==> src/rtl/writeback_arbiter.sv <==
// Writeback stage: merges ALU results and one outstanding load into the single
// register-file write port, with a small ALU overflow buffer and RAW hazard detection.
module writeback_arbiter #(
    parameter int unsigned FIFO_DEPTH = 2
) (
    input  logic        clk,
    input  logic        rst_n,
    input  logic        alu_valid,
    input  logic [4:0]  alu_rd,
    input  logic [31:0] alu_data,
    output logic        alu_ready,
    input  logic        ld_issue,
    input  logic [4:0]  ld_rd,
    input  logic [2:0]  ld_funct3,
    input  logic [1:0]  ld_byte_off,
    input  logic        ld_resp_valid,
    input  logic [31:0] ld_resp_data,
    output logic        ld_busy,
    input  logic [4:0]  rs1,
    input  logic [4:0]  rs2,
    output logic        hazard_stall,
    output logic        RegWrite,
    output logic [4:0]  rd,
    output logic [31:0] rd_write_data
);

    localparam int unsigned REG_W  = 5;
    localparam int unsigned DATA_W = 32;
    localparam int unsigned PTR_W  = (FIFO_DEPTH > 1) ? $clog2(FIFO_DEPTH) : 1;

    typedef struct packed {
        logic [REG_W-1:0]  rd;
        logic [DATA_W-1:0] data;
    } alu_entry_t;

    alu_entry_t              fifo_mem [FIFO_DEPTH];
    logic [FIFO_DEPTH-1:0]   fifo_valid;
    logic [FIFO_DEPTH-1:0]   fifo_young;
    logic [PTR_W-1:0]        wr_ptr;
    logic [PTR_W-1:0]        rd_ptr;

    logic [REG_W-1:0]        pend_rd;
    logic [2:0]              pend_funct3;
    logic [1:0]              pend_off;

    logic                    resp_acc;
    logic                    issue_acc;
    logic                    fifo_empty;
    logic                    fifo_full;
    logic                    head_elig;
    logic                    bypass_ok;
    logic                    sel_valid;
    logic [REG_W-1:0]        sel_rd;
    logic [DATA_W-1:0]       sel_data;
    logic                    deq;
    logic                    bypass;
    logic                    enq;
    logic                    young_in;
    logic [7:0]              lane_byte;
    logic [15:0]             lane_half;
    logic [DATA_W-1:0]       load_data;
    alu_entry_t              head;

    // A response while busy retires the load; a new issue is taken if the slot is (being) freed.
    assign resp_acc   = ld_resp_valid && ld_busy;
    assign issue_acc  = ld_issue && (!ld_busy || resp_acc);
    assign fifo_empty = ~|fifo_valid;
    assign fifo_full  = &fifo_valid;
    assign alu_ready  = ~fifo_full;
    assign head       = fifo_mem[rd_ptr];

    // Entries younger than a still-pending load to the same rd must wait for it.
    assign head_elig  = fifo_valid[rd_ptr]
                        && !(fifo_young[rd_ptr] && ld_busy && (head.rd == pend_rd));
    assign bypass_ok  = fifo_empty && alu_valid && !(ld_busy && (alu_rd == pend_rd));
    assign young_in   = ld_busy && !resp_acc;
    assign enq        = alu_valid && alu_ready && !bypass;

    // Load data extraction and extension.
    always_comb begin
        lane_byte = ld_resp_data[7:0];
        case (pend_off)
            2'd1:    lane_byte = ld_resp_data[15:8];
            2'd2:    lane_byte = ld_resp_data[23:16];
            2'd3:    lane_byte = ld_resp_data[31:24];
            default: lane_byte = ld_resp_data[7:0];
        endcase
        lane_half = pend_off[1] ? ld_resp_data[31:16] : ld_resp_data[15:0];
        case (pend_funct3)
            3'b000:  load_data = {{24{lane_byte[7]}}, lane_byte};
            3'b100:  load_data = {24'd0, lane_byte};
            3'b001:  load_data = {{16{lane_half[15]}}, lane_half};
            3'b101:  load_data = {16'd0, lane_half};
            default: load_data = ld_resp_data;
        endcase
    end

    // Write-port selection: load response, then buffered ALU, then bypass.
    always_comb begin
        sel_valid = 1'b0;
        sel_rd    = '0;
        sel_data  = '0;
        deq       = 1'b0;
        bypass    = 1'b0;
        if (resp_acc) begin
            sel_valid = 1'b1;
            sel_rd    = pend_rd;
            sel_data  = load_data;
        end else if (head_elig) begin
            sel_valid = 1'b1;
            sel_rd    = head.rd;
            sel_data  = head.data;
            deq       = 1'b1;
        end else if (bypass_ok) begin
            sel_valid = 1'b1;
            sel_rd    = alu_rd;
            sel_data  = alu_data;
            bypass    = 1'b1;
        end
    end

    // Decode must wait for any register whose value is not yet in the register file.
    always_comb begin
        hazard_stall = 1'b0;
        if (ld_busy && (((rs1 != '0) && (rs1 == pend_rd)) || ((rs2 != '0) && (rs2 == pend_rd)))) begin
            hazard_stall = 1'b1;
        end
        for (int unsigned i = 0; i < FIFO_DEPTH; i++) begin
            if (fifo_valid[i] && (((rs1 != '0) && (rs1 == fifo_mem[i].rd))
                                  || ((rs2 != '0) && (rs2 == fifo_mem[i].rd)))) begin
                hazard_stall = 1'b1;
            end
        end
    end

    always_ff @(posedge clk) begin
        if (!rst_n) begin
            ld_busy     <= 1'b0;
            pend_rd     <= '0;
            pend_funct3 <= '0;
            pend_off    <= '0;
        end else if (issue_acc) begin
            ld_busy     <= 1'b1;
            pend_rd     <= ld_rd;
            pend_funct3 <= ld_funct3;
            pend_off    <= ld_byte_off;
        end else if (resp_acc) begin
            ld_busy     <= 1'b0;
        end
    end

    // Retiring a load ages out every young flag so a later load cannot capture old entries.
    always_ff @(posedge clk) begin
        if (!rst_n) begin
            fifo_valid <= '0;
            fifo_young <= '0;
            wr_ptr     <= '0;
            rd_ptr     <= '0;
        end else begin
            if (resp_acc) begin
                fifo_young <= '0;
            end
            if (deq) begin
                fifo_valid[rd_ptr] <= 1'b0;
                rd_ptr             <= rd_ptr + PTR_W'(1);
            end
            if (enq) begin
                fifo_valid[wr_ptr] <= 1'b1;
                fifo_young[wr_ptr] <= young_in;
                wr_ptr             <= wr_ptr + PTR_W'(1);
            end
        end
    end

    always_ff @(posedge clk) begin
        if (enq) begin
            fifo_mem[wr_ptr] <= '{rd: alu_rd, data: alu_data};
        end
    end

    // Results to x0 are consumed without a write.
    always_ff @(posedge clk) begin
        if (!rst_n) begin
            RegWrite      <= 1'b0;
            rd            <= '0;
            rd_write_data <= '0;
        end else begin
            RegWrite <= sel_valid && (sel_rd != '0);
            if (sel_valid) begin
                rd            <= sel_rd;
                rd_write_data <= sel_data;
            end
        end
    end

endmodule

==> config.mk <==
export PLATFORM = sky130hd
export DESIGN_NAME = writeback_arbiter
export DESIGN_NICKNAME = d
export VERILOG_FILES = /design/src/rtl/writeback_arbiter.sv
export SDC_FILE = /design/constraint.sdc
export NUM_CORES = 1
export LEC_CHECK = 0
export ABC_AREA = 1
export CAP_MARGIN = 30
export CORE_MARGIN = 10
export CORE_UTILIZATION = 53
export CTS_BUF_LIST = sky130_fd_sc_hd__clkbuf_2
export DETAILED_ROUTE_END_ITERATION = 10
export MAX_ROUTING_LAYER = met4
export PLACE_DENSITY = 0.8
export SLEW_MARGIN = 10
export SYNTH_ARGS = -nofsm -noshare
export SYNTH_HDL_FRONTEND = slang
export SYNTH_SLANG_ARGS = --single-unit
==> constraint.sdc <==
create_clock -name clk -period 3.3 [get_ports clk]
set_input_delay 0.33 -clock clk [delete_from_list [all_inputs] [get_ports clk]]
set_output_delay 0.33 -clock clk [all_outputs]
set_load 0.1 [all_outputs]
# == Word-level counts from Yosys, hierarchy flattened ==
# Memories as Yosys holds them, arrays and structs flattened. A register that Yosys moved wholly into a read port is not among the register bits.
# Cells that the tools add are included.
# Widths: inputs -> output; s select.
# totals
reg_bits,55
in_bits,94
ram_bits,74
output_inout_bits,41
memories,1
elab_cells,116
# classes
n_lt_le_gt_ge,4
mux,40
add_sub_neg,2
n_reduce_logical,40
n_eq_ne,14
n_bitwise,4
# memory_table
name,words,word_bits,read_ports,rd_ports_with_merged_regs,wr,line_no,source
fifo_mem,2,37,3,1,1,36,alu_entry_t fifo_mem [FIFO_DEPTH];
# op_table
operator,count
$pmux 32 s4,1
$mux 32,3
$eq 5x5->1,8
$pmux 8 s3,1
$logic_and 1x1->1,23
$mux 1,22
$mux 16,1
$mux 5,3
$reduce_bool 5->1,3
$mux 2,6
$eq 3x3->1 const B,2
$logic_not 1->1,6
$eq 2x2->1 const B,2
$logic_or 1x1->1,4
$lt 1x2->1 const B,2
$eq 3x1->1 const B,1
$logic_not 3->1,1
$add 1x1->1 const B,2
$and 2x2->2,1
$bwmux 2,1
$demux 1 s1,2
$eq 2x1->1 const B,1
$ge 1x1->1 const B,2
$not 2->2,1
other kinds (5),5

# == Depth between registers and ports, before layout ==
# logic_depth
word_depth,12
depth_mapped,16
mapped_depth_nobuf,14

# == Worst setup path before layout ==
# Ideal clock, no wire load.
# synth_timing
path_kind,reg-to-reg
startpoint,register ld_busy
endpoint,memory fifo_mem[1][0] in the netlist's numbering (enable)
required_ns,2.896
period_less_slack_ns,3.304
setup_ns,0.404
arrival_time_ns,2.900
stages_incl_launch_ff,7
setup_slack_ns,-0.004
path_buffers,0
path_cell_list,dfxtp_1 nand2_1 inv_1 nor2_4 inv_2 nand3_1 nor2_2
# synth_between
elab_chain_cells,10
word_cells_on_any_way,15
classes_between,mux (5); reduce/logical (10)
# synth_rtl
element,line_no,source
start: declaration,18,"output logic ld_busy,"
start signal: assignment,138,ld_busy <= 1'b0;
start signal: assignment,143,ld_busy <= 1'b1;
start signal: assignment,148,ld_busy <= 1'b0;
"$logic_and 1x1->1, on equally long branches","75, 74",
$logic_not 1->1 or $logic_and 1x1->1 (tied branches),"75, 74",
$logic_and 1x1->1 or $logic_not 1->1 (tied branches),"75, 74",
$mux 1 or $logic_and 1x1->1 (tied branches),"114, 74",
$mux 1,109,end else if (head_elig) begin
$mux 1 *,105,if (resp_acc) begin
$logic_not 1->1 *,77,assign enq = alu_valid && alu_ready && !bypass;
$logic_and 1x1->1 *,77,
$mux 1 *,176,if (enq) begin
$mux 1 (not written as such) *,177,"fifo_mem[wr_ptr] <= '{rd: alu_rd, data: alu_data};"
end: declaration,36,
# Mark *: on every way between the ends. The rest lies on a longest branch, timed or not.

==> results.json <==
{
  "root_buffer": "clkbuf_2",
  "irDropWorstVdd_v": 0.0002675,
  "p_sw_mw": 1.625,
  "rsz0062_at_grt": "no",
  "hold_class": "input port to flip-flop",
  "ys_seq_elements": 130,
  "ant_nets": 0,
  "cts_hold_buf": 0,
  "drc": 0,
  "totalPowerFinal_mw": 4.227,
  "drtPass1Iterations": 5,
  "die_x_um": 130.8,
  "fmax_ghz": 0.3651,
  "gp_congestion": 0.9867,
  "synth_most_common_cell": "nand2_1",
  "postCtsResizedCells": 0,
  "critPathKind": "flip-flop to primary output",
  "track_usage_pct": 23.84,
  "placed_cells": 1075,
  "grt_pass1_wl_um": 30470,
  "path_clk_slew_ns": 0.18,
  "synth-async-reset-ratio_pct": 0,
  "synthCells": 822,
  "area_growth_pct": 25.19,
  "synth_area_leaders": "edfxtp_1, nand2_1, dfxtp_1",
  "drive_above_1_share_pct": 5.729,
  "numCtsBuffers": 17,
  "ioPinCount": 135,
  "cts_max_path_buffers": 2,
  "fillers": 1042,
  "p_int_mw": 2.602,
  "post-cts-setup-buffer-count": 0,
  "critPathCaptureType": "primary output",
  "vias": 6036,
  "antenna_cells": 0,
  "pwr-share-seq_pct": 45.9,
  "max-cap-violations": 0,
  "hpwl_um": 13740,
  "rows": 40,
  "fin_crit_sh_pct": 82.99,
  "yosysSeqAreaShare_pct": 51.38,
  "period_needed_ns": 2.739,
  "synth_area_per_cell_um2": 7.915,
  "finalSetupViolCount": 0,
  "combPwrFrac_pct": 32.2,
  "final-instance-count-excl-fill": 1107,
  "synth_top_area_cell": "edfxtp_1",
  "crit_required_ns": 2.97,
  "p_sw_share_pct": 38.45,
  "cts_sinks": 130,
  "die_area_um2": 17110,
  "avgViaCountPerCell": 5.453,
  "synth_nets": 916,
  "overflow": 0,
  "synth_flop_cell": "edfxtp_1",
  "finalHoldViolCount": 0,
  "numPortBuffers": 134,
  "insertion_delay_ns": 0.73,
  "arrival_ns": 2.41,
  "worst_clock_skew_ns": 0.02890,
  "grt_antenna_before_repair": 0,
  "core_um2": 12010,
  "drt-initial-drc-count": 577,
  "initial_core_util_pct": 54.17,
  "startpoint_type": "flip-flop",
  "power_density_nw_per_um2": 519.0,
  "cts_tree": "yes",
  "worstMarginPinSlew_ns": 1.011,
  "yosys_warnings": 0,
  "max_slew_margin_pct": 32.42,
  "hold_slack_ns": 0.1782,
  "synth_common_cells": "nand2_1, edfxtp_1, inv_1",
  "routedWlPerCell_um": 17.30,
  "grt_pass1_vias": 5934,
  "leakagePower_nw": 3.462,
  "power.share.clock_pct": 21.9,
  "synth_area_um2": 6506,
  "synth_top_area_share_pct": 34.15,
  "drv_slew": 0,
  "crit_fanout": 4,
  "synth_edf_count": 74,
  "drt_wl_total_um": 19150,
  "die_h_um": 130.8,
  "status": "completed",
  "synth_cell_types": 34,
  "nets": 1041,
  "grt_max_degree": 36,
  "htree_num_levels": 4
}
## layer usage
metal	track usage [%]	routed length [um]
met1	28.17	7864
met2	36.84	8958
met3	7.091	1615
met4	11.12	714
met5	-	0
## state kept, by name, indices dropped and copies added (netlist names), named ones only
name           count
RegWrite           1
fifo_mem          74
fifo_valid         2
fifo_young         2
ld_busy            1
pend_funct3        3
pend_off           2
pend_rd            5
rd                 5
rd_ptr             1
rd_write_data     32
wr_ptr             1
## critical path, stage by stage, from the launching register on
cell      delay, ns
edfxtp_1       0.53
xor2_1         0.20
nor3_1         0.27
nand4_1        0.12
o41ai_1        0.08
nand2_1        0.10
nand3_1        0.08
buf_4          0.29
## cells by family after synthesis
| family | synth area share (%) |
|---|---|
| and+or+nand+nor | 29.56 |
| AOI/OAI and AO/OA | 8.058 |
| buffers and inverters | 6.961 |
| xor gates and xnor gates | 4.038 |
| DFF | 51.38 |
## power groups by stage
| stage | combinational, mW | clock, mW | sequential [mW] |
|---|---|---|---|
| floorplan | 0.528 | 0 | 2.38 |
| global placement | 1.34 | 0 | 1.97 |
| detailed placement | 1.36 | 0 | 1.97 |
| CTS | 1.36 | 0.944 | 1.94 |
| global route | 1.46 | 1.02 | 1.95 |
| finish | 1.36 | 0.926 | 1.94 |
## metrics by stage
| step | setup TNS [ns] | setup slack, ns | cell area, um2 | utilization [%] |
|---|---|---|---|---|
| 4_1_cts | 0 | 0.4955 | 8145 | 67.81 |
| 3_5_place_dp | 0 | 0.5214 | 7930 | 66.02 |
| 5_1_grt | 0 | 0.3373 | 8145 | 67.81 |
| 3_3_place_gp | 0 | 0.5725 | 7930 | 66.02 |
| 2_1_floorplan | -0.3047 | -0.004395 | 6506 | - |
| 6_report | 0 | 0.5613 | 8145 | 67.81 |
## worst paths after layout
check                          from           endpoint  slack, ns  cells after the start
setup / recovery    fifo_mem[1][33]       hazard_stall       0.56                      7
hold / removal             ld_issue            ld_busy       0.18                      3
setup reg to reg          flip-flop  rd_write_data[14]       0.67                     12
hold reg to reg   rd_write_data[29]  rd_write_data[29]       0.50                      2
## layout make-up
type                    count  area (um2)  share of cell area (%)
flip-flops and latches    130        3343                   41.04
multi-input cells         588        2720                   33.39
repair buffers            146        1441                   17.70
inverters                  64       241.5                   2.965
well taps                 147       183.9                   2.258
clock inverters            12       115.1                   1.413
clock buffers              20       100.1                   1.229
## cell usage in the layout (no fill, tap or decap), drive strengths merged, types with 2 or more instances in the layout
| cell type | count |
|---|---|
| clkbuf | 20 |
| clkinv | 9 |
| o21ai | 36 |
| nand3 | 49 |
| a22oi | 4 |
| inv | 64 |
| a21oi | 28 |
| nand4 | 26 |
| nand2 | 339 |
| bufinv | 2 |
| buf | 13 |
| edfxtp | 74 |
| o211ai | 2 |
| clkdlybuf4s50 | 133 |
| nor3 | 7 |
| a31oi | 13 |
| nor2 | 41 |
| dfxtp | 56 |
| a21boi | 6 |
| xnor2 | 18 |
| xor2 | 12 |
| o41ai | 2 |
Note: power is estimated with default switching activity, not from simulation.
